$ cat src/rtl/uart_mmio_pkg.sv
// uart_mmio shared definitions: register offsets,
// STATUS bit positions and the poll FSM states.
package uart_mmio_pkg;

   localparam logic UART_DATA_OFS = 1'b0;
   localparam logic UART_STAT_OFS = 1'b1;

   localparam int ST_TX_FULL  = 0;
   localparam int ST_TX_EMPTY = 1;
   localparam int ST_RX_VALID = 2;
   localparam int ST_RX_OVR   = 3;
   localparam int ST_TX_DROP  = 4;

   localparam logic [7:0] UART_NOCHAR = 8'hFF;

   typedef enum logic {
      ST_WAIT,
      ST_POLL
   } poll_st_e;

endpackage

$ cat src/rtl/uart_mmio_fifo.sv
// Synchronous FIFO, first-word fall-through; a push while
// full is taken only when a pop happens in the same cycle.
module sync_fifo #(
   parameter int WIDTH = 8,
   parameter int DEPTH = 16
) (
   input  logic             clk_i,
   input  logic             rst_ni,
   input  logic             push_i,
   input  logic [WIDTH-1:0] din_i,
   input  logic             pop_i,
   output logic [WIDTH-1:0] dout_o,
   output logic             full_o,
   output logic             empty_o
);

   localparam int AW = $clog2(DEPTH);

   logic [AW:0]      wr_q, wr_d;
   logic [AW:0]      rd_q, rd_d;
   logic [WIDTH-1:0] mem_q [DEPTH];
   logic             do_push;
   logic             do_pop;

   assign empty_o = (wr_q == rd_q);
   assign full_o  = (wr_q[AW] != rd_q[AW]) &&
                    (wr_q[AW-1:0] == rd_q[AW-1:0]);

   assign do_pop  = pop_i & ~empty_o;
   assign do_push = push_i & (~full_o | do_pop);
   assign dout_o  = mem_q[rd_q[AW-1:0]];

   always_comb begin
      wr_d = wr_q + (AW+1)'(do_push);
      rd_d = rd_q + (AW+1)'(do_pop);
   end

   always_ff @(posedge clk_i) begin
      if (!rst_ni) begin
         wr_q <= '0;
         rd_q <= '0;
      end else begin
         wr_q <= wr_d;
         rd_q <= rd_d;
      end
   end

   always_ff @(posedge clk_i) begin
      if (do_push) mem_q[wr_q[AW-1:0]] <= din_i;
   end

endmodule

$ cat src/rtl/uart_mmio.sv
// Memory-mapped UART: CPU stores drain to the console port,
// console polls fill an RX buffer for CPU loads.
module uart_mmio
   import uart_mmio_pkg::*;
#(
   parameter int TX_DEPTH = 16,
   parameter int RX_DEPTH = 8,
   parameter int TX_GAP   = 4,
   parameter int POLL_GAP = 64
) (
   input  logic        clock,
   input  logic        reset_n,
   input  logic        ce,
   input  logic        we,
   input  logic [31:0] addr,
   input  logic [3:0]  sel,
   input  logic [31:0] wdata,
   output logic [31:0] rdata,
   output logic        uart_out_valid,
   output logic [7:0]  uart_out_ch,
   output logic        uart_in_valid,
   input  logic [7:0]  uart_in_ch
);

   localparam int GW = $clog2(TX_GAP + 1);
   localparam int PW = $clog2(POLL_GAP + 1);

   logic          rd_en, wr_en, is_stat;
   logic          tx_full, tx_empty, tx_pop;
   logic          tx_push_req, stat_clr;
   logic [7:0]    tx_dout;
   logic          rx_full, rx_empty, rx_pop;
   logic          rx_push, poll_hit;
   logic [7:0]    rx_dout;
   logic [31:0]   status;
   logic          unused_bits;

   logic [GW-1:0] gap_q, gap_d;
   logic          ov_q, ov_d;
   logic [7:0]    och_q, och_d;
   logic          drop_q, drop_d;
   logic          ovr_q, ovr_d;
   logic [31:0]   rdata_q, rdata_d;
   poll_st_e      state_q;
   logic [PW-1:0] poll_q;

   assign rd_en   = ce & ~we;
   assign wr_en   = ce & we;
   assign is_stat = (addr[2] == UART_STAT_OFS);

   assign tx_push_req = wr_en & ~is_stat & sel[0];
   assign tx_pop      = (gap_q == '0) & ~tx_empty;
   assign stat_clr    = wr_en & is_stat & sel[0];

   assign rx_pop   = rd_en & ~is_stat & ~rx_empty;
   assign poll_hit = (state_q == ST_POLL) &&
                     (uart_in_ch != UART_NOCHAR);
   assign rx_push  = poll_hit & (~rx_full | rx_pop);

   assign unused_bits = ^{addr[31:3], addr[1:0],
                          sel[3:1], wdata[31:8]};

   sync_fifo #(.WIDTH(8), .DEPTH(TX_DEPTH)) u_tx (
      .clk_i  (clock),
      .rst_ni (reset_n),
      .push_i (tx_push_req),
      .din_i  (wdata[7:0]),
      .pop_i  (tx_pop),
      .dout_o (tx_dout),
      .full_o (tx_full),
      .empty_o(tx_empty)
   );

   sync_fifo #(.WIDTH(8), .DEPTH(RX_DEPTH)) u_rx (
      .clk_i  (clock),
      .rst_ni (reset_n),
      .push_i (rx_push),
      .din_i  (uart_in_ch),
      .pop_i  (rx_pop),
      .dout_o (rx_dout),
      .full_o (rx_full),
      .empty_o(rx_empty)
   );

   always_comb begin
      status              = '0;
      status[ST_TX_FULL]  = tx_full;
      status[ST_TX_EMPTY] = tx_empty;
      status[ST_RX_VALID] = ~rx_empty;
      status[ST_RX_OVR]   = ovr_q;
      status[ST_TX_DROP]  = drop_q;
   end

   always_comb begin
      gap_d = gap_q;
      if (tx_pop) gap_d = GW'(TX_GAP - 1);
      else if (gap_q != '0) gap_d = gap_q - 1'b1;

      ov_d  = tx_pop;
      och_d = tx_pop ? tx_dout : och_q;

      // sticky sets win over a same-cycle clear
      drop_d = (drop_q & ~(stat_clr & wdata[ST_TX_DROP]))
             | (tx_push_req & tx_full & ~tx_pop);
      ovr_d  = (ovr_q & ~(stat_clr & wdata[ST_RX_OVR]))
             | (poll_hit & rx_full & ~rx_pop);

      rdata_d = rdata_q;
      if (rd_en) begin
         if (is_stat)       rdata_d = status;
         else if (rx_empty) rdata_d = '0;
         else               rdata_d = {24'b0, rx_dout};
      end
   end

   always_ff @(posedge clock) begin
      if (!reset_n) begin
         gap_q   <= '0;
         ov_q    <= 1'b0;
         och_q   <= '0;
         drop_q  <= 1'b0;
         ovr_q   <= 1'b0;
         rdata_q <= '0;
      end else begin
         gap_q   <= gap_d;
         ov_q    <= ov_d;
         och_q   <= och_d;
         drop_q  <= drop_d;
         ovr_q   <= ovr_d;
         rdata_q <= rdata_d;
      end
   end

   // polls are only issued while RX has room
   always_ff @(posedge clock) begin
      if (!reset_n) begin
         state_q <= ST_WAIT;
         poll_q  <= '0;
      end else begin
         unique case (state_q)
            ST_WAIT: begin
               if (poll_q == '0) begin
                  poll_q <= PW'(POLL_GAP - 1);
                  if (!rx_full) state_q <= ST_POLL;
               end else begin
                  poll_q <= poll_q - 1'b1;
               end
            end
            ST_POLL: begin
               state_q <= ST_WAIT;
               poll_q  <= PW'(POLL_GAP - 1);
            end
         endcase
      end
   end

   assign rdata          = rdata_q;
   assign uart_out_valid = ov_q;
   assign uart_out_ch    = och_q;
   assign uart_in_valid  = (state_q == ST_POLL);

endmodule

$ cat config.mk
export PLATFORM = sky130hd
export DESIGN_NAME = uart_mmio
export DESIGN_NICKNAME = d
export VERILOG_FILES = /design/src/rtl/uart_mmio_pkg.sv /design/src/rtl/uart_mmio_fifo.sv /design/src/rtl/uart_mmio.sv
export SDC_FILE = /design/constraint.sdc
export NUM_CORES = 1
export LEC_CHECK = 0
export CAP_MARGIN = 10
export CELL_PAD_IN_SITES_DETAIL_PLACEMENT = 0
export CELL_PAD_IN_SITES_GLOBAL_PLACEMENT = 1
export CORE_MARGIN = 5
export CORE_UTILIZATION = 47
export DETAILED_ROUTE_END_ITERATION = 7
export PLACE_DENSITY_LB_ADDON = 0.1
export SLEW_MARGIN = 10
export SYNTH_ARGS = -nofsm -noshare
export SYNTH_HDL_FRONTEND = slang
export SYNTH_HIERARCHICAL = 1
export SYNTH_SLANG_ARGS = --single-unit
$ cat constraint.sdc
create_clock -name clock -period 3.5 [get_ports clock]
set_input_delay 0.7 -clock clock [delete_from_list [all_inputs] [get_ports clock]]
set_output_delay 0.7 -clock clock [all_outputs]
set_load 0.02 [all_outputs]
==> results of run 1 <==
==> layout make-up <==
class / count / area, sq um
Inverter: 12 / 45.0
Multi-Input combinational cell: 333 / 3130
Clock buffer: 33 / 676
Tap cell: 280 / 350
Clock inverter: 11 / 105
Fill cell: 1701 / 9880
Sequential cell: 240 / 6730
Timing Repair Buffer: 82 / 713
==> state kept, by name, summed over array words and instances (netlist names) <==
name	count
u_tx/rd_q	5
poll_q	7
uart_out_valid	1
u_tx/wr_q	5
u_tx/mem_q	128
u_rx/wr_q	4
uart_in_valid	1
uart_out_ch	8
u_rx/rd_q	4
u_rx/mem_q	64
drop_q	1
gap_q	3
ovr_q	1
rdata	8
==> power by group through the flow <==
stage / clock [mW] / sequential (mW) / combinational [mW]
6_report: 2.50 / 3.22 / 0.473
4_1_cts: 2.58 / 3.22 / 0.477
5_1_grt: 2.70 / 3.23 / 0.526
3_3_place_gp: 0 / 3.27 / 0.455
3_5_place_dp: 0 / 3.28 / 0.474
2_1_floorplan: 0 / 3.27 / 0.324
==> metal layers <==
layer	up-vias	wire length, um
met3	29	1140
li1	2516	-
met5	-	0
met1	2701	9250
met4	0	383
met2	119	9760
==> synth_stat cells, types with 4 or more instances <==
master,instances,area (sq um)
o21ai_1,8,40.0
nor2_1,12,45.0
buf_2,10,50.1
nand4_1,5,31.3
nand3_1,11,55.1
dfxtp_1,48,961
xor2_1,7,61.3
buf_4,29,218
nand2b_1,7,43.8
xnor2_1,15,131
a22oi_1,11,82.6
buf_6,5,56.3
a221oi_1,4,35.0
edfxtp_1,192,5770
nand2_1,26,97.6
a21oi_1,11,55.1
nor4b_2,6,90.1
clkbuf_1,7,26.3
and2_1,20,125
mux2_2,8,90.1
a32oi_1,8,70.1
inv_1,10,37.5
mux4_1,19,499
a21boi_0,15,113
nor2b_1,14,87.6
mux4_2,21,473
and4b_1,4,40.0
ha_1,12,150
mux2i_1,24,240
nor4b_1,4,35.0
==> how the worst max path moves through the flow <==
| stage | from | end | slack, ns | depth (start not counted) |
|---|---|---|---|---|
| after CTS | u_rx/wr_q[1] | u_rx/mem_q[2][4] | 0.39 | 10 |
| after detailed placement | uart_in_ch[5] | u_rx/mem_q[2][0] | 0.29 | 8 |
| after global routing | u_rx/wr_q[2] | u_rx/mem_q[2][0] | 0.14 | 10 |
| after global placement | uart_in_ch[5] | u_rx/mem_q[2][7] | 0.36 | 8 |
| after floorplan | u_rx/rd_q[0] | u_rx/mem_q[1][0] | 0.45 | 9 |
| final | u_rx/wr_q[2] | u_rx/mem_q[2][7] | 0.42 | 10 |
==> stage by stage <==
step                setup WS [ns]  power [mW]
finish                      0.422        6.19
detailed placement          0.287        3.75
global placement            0.363        3.72
global route                0.142        6.46
floorplan                   0.447        3.59
CTS                         0.391        6.28
==> worst max-delay path: stages, from the launching register on <==
cell and delay (ns):
dfxtp_1 0.57, xor2_1 0.32, nor3_1 0.10, and2_1 0.21, nor4b_4 0.27, inv_1 0.06
a21oi_1 0.41, nor2b_1 0.33, nand2_1 0.08, a21oi_1 0.23, buf_4 0.20
==> cells by family after synthesis <==
family          Yosys count  synth area share
compound gates           69            0.0483
other cells               1          0.000367
fa+ha+maj                12            0.0147
mux                      72             0.128
flops                   240             0.659
buf+inv                  67            0.0446
simple gates            134            0.0867
xor+xnor                 22            0.0189
==> qor.yml, run 1 <==
outcome: "completed"
reg2reg_to: "u_rx/mem_q[2][7]"
globalRouteOverflowTotal: 0
track_usage: 0.167
async_flop_share: 0
met3_usage: 0.0283
tns_ns: 0
vias: 5365
layout_min_cycle_time_ns: 3.08
synthCells: 617
p_leak_nw: 3.89
skew_ns: 0.0106
hpwl_mm: 13.8
diodes: 0
grt_pass1_wl_mm: 31.4
clk_latency_ns: 0.51
worstPathArrival_ns: 3.30
slew_violations: 0
ys_ff_latch: 240
cap_violations: 0
setup_viol: 0
dieArea_sq_um: 24800
cp.required_ns: 3.72
area_growth_pct: 15.0
r2r_cells: 10
path_class: "reg2reg"
cp_max_fo: 9
syn_avg_cell_area_sq_um: 16.5
timing.slew.headroom: 0.555
dr.pass1.iters: 5
grt_max_degree: 49
rows: 54
p_comb_frac: 0.076
vias_per_cell: 5.41
yosysUniqueCellTypes: 61
hold_viol: 0
grt_setup_unrepaired: "no"
ant_nets: 0
clkPwrFrac: 0.404
antenna_found_initial: 0
endpoint_kind: "flop"
place_inst: 947
drt_iter0_markers: 292
reg2reg_from: "u_rx/wr_q[2]"
ir_drop_mv: 0.421
final_layout_size_suffix_gt1_frac: 0.176
io_buffers: 39
coreArea_sq_um: 21600
fin_crit_sh: 0.879
synth-edff-count: 192
hold_buffers: 0
numCtsBuffers: 24
io-pin-count: 122
met1_usage: 0.244
dpl_cell_area_sq_um: 11000
cts_tree: "done"
whs_ns: 0.463
start_kind: "flop"
synth_seq_area_share: 0.659
fp.dieH_um: 157
cts_max_path_buffers: 3
syn_area_sq_um: 10200
clock_sinks: 240
synth_warnings: 6
cts_max_level: 1
synthFlopType: "edfxtp_1"
worstMarginPinSlew_ns: 0.668
r2r_slack_ns: 0.42
hp-start: "uart_out_ch[4]"
final_cells: 991
grt_pass1_vias: 5310
fin_nets: 785
final_area_sq_um: 11700
met2_usage: 0.263
power_per_cell_area_nw_per_um2: 527
layout_common_cells: "edfxtp_1 (192), dfxtp_1 (47), buf_4 (43)"
cts_resized: 0
switching_share: 0.216
routed_wirelength_mm: 20.5
chipWidth_um: 157
fmaxAchievable_mhz: 325
internal-power_mw: 4.86
ctsRootBufferMaster: "clkbuf_16"
fin_util: 0.543
start_util: 0.472
drc: 0
postCtsSetupBuffers: 0
p_switching_mw: 1.34
power_frac_seq: 0.519
hp-class: "reg2reg"
gp_congestion: 0.736
clk_pin_slew_ns: 0.06
wl_per_cell_um: 20.7
final_common_cell: "edfxtp_1"
hold_end: "uart_out_ch[4]"
whs_path_depth: 2
grt_most_used_layer: "met2"
No activity file was read; power rests on OpenSTA's default activity.
==> inputs of run 2 (changes only) <==
--- a/config.mk
+++ b/config.mk
@@ -12,6 +12,7 @@
 export CORE_UTILIZATION = 47
 export DETAILED_ROUTE_END_ITERATION = 7
 export PLACE_DENSITY_LB_ADDON = 0.1
+export SETUP_SLACK_MARGIN = 0.5
 export SLEW_MARGIN = 10
 export SYNTH_ARGS = -nofsm -noshare
 export SYNTH_HDL_FRONTEND = slang
==> constraint.sdc (replaced) <==
create_clock -name clock -period 2.93 [get_ports clock]
set_input_delay 0.586 -clock clock [delete_from_list [all_inputs] [get_ports clock]]
set_output_delay 0.586 -clock clock [all_outputs]
set_load 0.02 [all_outputs]
==> qor.yml, run 2 (synthesis results as in run 1) <==
outcome: "completed"
start_kind: "flop"
grt_setup_unrepaired: "yes"
worstPathArrival_ns: 2.54  # -0.76 ns
vias: 5515  # +2.8%
hold_buffers: 0  # unchanged
dr.pass1.iters: 4  # -1
crit_end: "u_rx/mem_q[2][6]"
numCtsBuffers: 25  # +4.2%
path_class: "reg2reg"
ir_drop_mv: 0.531  # +26%
final_layout_size_suffix_gt1_frac: 0.267  # +0.0914
drc: 0  # unchanged
fin_crit_sh: 0.792  # -0.0875
fill_cells: 1720  # +1.1%
p_leak_nw: 4.07  # +4.5%
r2r_cells: 10  # unchanged
hp-class: "reg2reg"
endpoint_kind: "flop"
io-pin-count: 122  # unchanged
clk_latency_ns: 0.52  # about the same
chipWidth_um: 157  # unchanged
fin_util: 0.572  # +0.0287
routed_wirelength_mm: 21.0  # +2.2%
globalRouteOverflowTotal: 0  # unchanged
reg2reg_to: "u_rx/mem_q[2][6]"
start_util: 0.472  # unchanged
cts_tree: "done"
largest_register_ffs: 128  # unchanged
final_common_cell: "edfxtp_1"
timing.slew.headroom: 0.531  # -0.0243
io_buffers: 39  # unchanged
cap_violations: 0  # unchanged
route.met3.wl_um: 954  # -17%
worstMarginPinSlew_ns: 0.702  # +0.0342 ns
slew_violations: 0  # unchanged
grt_max_degree: 49  # unchanged
gp_congestion: 0.773  # +5.1%
layout_common_cells: "edfxtp_1 (192), buf_4 (63), dfxtp_1 (41)"
coreArea_sq_um: 21600  # unchanged
fmaxAchievable_mhz: 431  # +33%
cts_max_path_buffers: 3  # unchanged
drt_iter0_markers: 401  # +37%
ctsRootBufferMaster: "clkbuf_16"
cp_max_fo: 5  # -4
power_per_cell_area_nw_per_um2: 614  # +16%
track_usage: 0.171  # +0.00462
final_cells: 1021  # +3.0%
ant_nets: 0  # unchanged
wl_met2_mm: 10.0  # +2.5%
met1_length_mm: 9.72  # +5.1%
diodes: 0  # unchanged
cts_max_level: 1  # unchanged
fp.dieH_um: 157  # unchanged
tns_ns: 0  # unchanged
rows: 54  # unchanged
cp.required_ns: 3.15  # -0.57 ns
antenna_found_initial: 0  # unchanged
hpwl_mm: 14.0  # +1.4%
wl_per_cell_um: 20.6  # -0.84%
fin_nets: 814  # +3.7%
clk_pin_slew_ns: 0.06  # about the same
grt_pass1_vias: 5482  # +3.2%
layout_min_cycle_time_ns: 2.32  # -0.758 ns
dieArea_sq_um: 24800  # unchanged
skew_ns: 0.00835  # -0.00223 ns
top_layer_used: "met4"
r2r_slack_ns: 0.61  # +0.19 ns
reg2reg_from: "u_rx/rd_q[0]"
area_growth_pct: 21.1
clock_sinks: 240  # unchanged
hold_viol: 0  # unchanged
critPathLaunch: "u_rx/rd_q[0]"
setup_viol: 0  # unchanged
grt_pass1_wl_mm: 32.2  # +2.7%
place_inst: 967  # +2.1%
vias_per_cell: 5.40  # -0.22%
==> run 2: metal layers <==
layer	vias to the layer above	GRT usage
met5	-	0
met4	0	0.0352
met3	24	0.0228
met2	121	0.267
met1	2786	0.260
li1	2584	-
==> run 2: how the worst min path moves through the flow <==
stage | from | end | slack [ns] | cells after the start
final | uart_out_ch[3] | uart_out_ch[3] | 0.47 | 2
after global routing | ovr_q | ovr_q | 0.50 | 2
after CTS | ovr_q | ovr_q | 0.47 | 2
after detailed placement | ovr_q | ovr_q | 0.46 | 2
after global placement | ovr_q | ovr_q | 0.46 | 2
after floorplan | ovr_q | ovr_q | 0.44 | 2
==> run 2: timing repair <==
item                       4_1_cts  5_1_grt
gates cloned                     0        0
resized for setup               11        7
pin swaps                        5        2
buffers inserted                 7        1
setup endpoints to repair      205       76
==> run 2: cell type report <==
type | count | area [sq um] | share of cell area
clock buffers | 27 | 633 | 0.0512
clock inverters | 19 | 185 | 0.0150
inverters | 12 | 50.0 | 0.00405
multi-input cells | 333 | 3410 | 0.276
flip-flops and latches | 240 | 6750 | 0.546
well taps | 280 | 350 | 0.0283
repair buffers | 110 | 988 | 0.0800
==> run 2: critical path, stage by stage (launching register included) <==
cell and delay [ns]:
dfxtp_4 0.37, xor2_4 0.19, nor3_1 0.11, and2_4 0.18, nor4b_4 0.23, inv_1 0.10
a21oi_4 0.16, nor2b_2 0.23, nand2_1 0.11, a21oi_4 0.15, buf_4 0.19
==> run 2: where the power goes <==
| part | internal [mW] | switching (mW) | leakage, nW | total (mW) |
|---|---|---|---|---|
| registers | 3.77 | 0.0686 | 2.12 | 3.84 |
| clock network | 1.83 | 1.27 | 0.380 | 3.10 |
| logic | 0.305 | 0.349 | 1.56 | 0.654 |
==> run 2: per-stage QoR <==
stage	setup slack (ns)	power [mW]	cell area (sq um)	hold slack (ns)
5_1_grt	0.489	7.92	12400	0.501
2_1_floorplan	0.296	4.32	10600	0.442
3_5_place_dp	-0.0205	4.55	11400	0.459
6_report	0.610	7.59	12400	0.465
4_1_cts	0.507	7.68	12300	0.469
3_3_place_gp	0.0429	4.50	11400	0.455
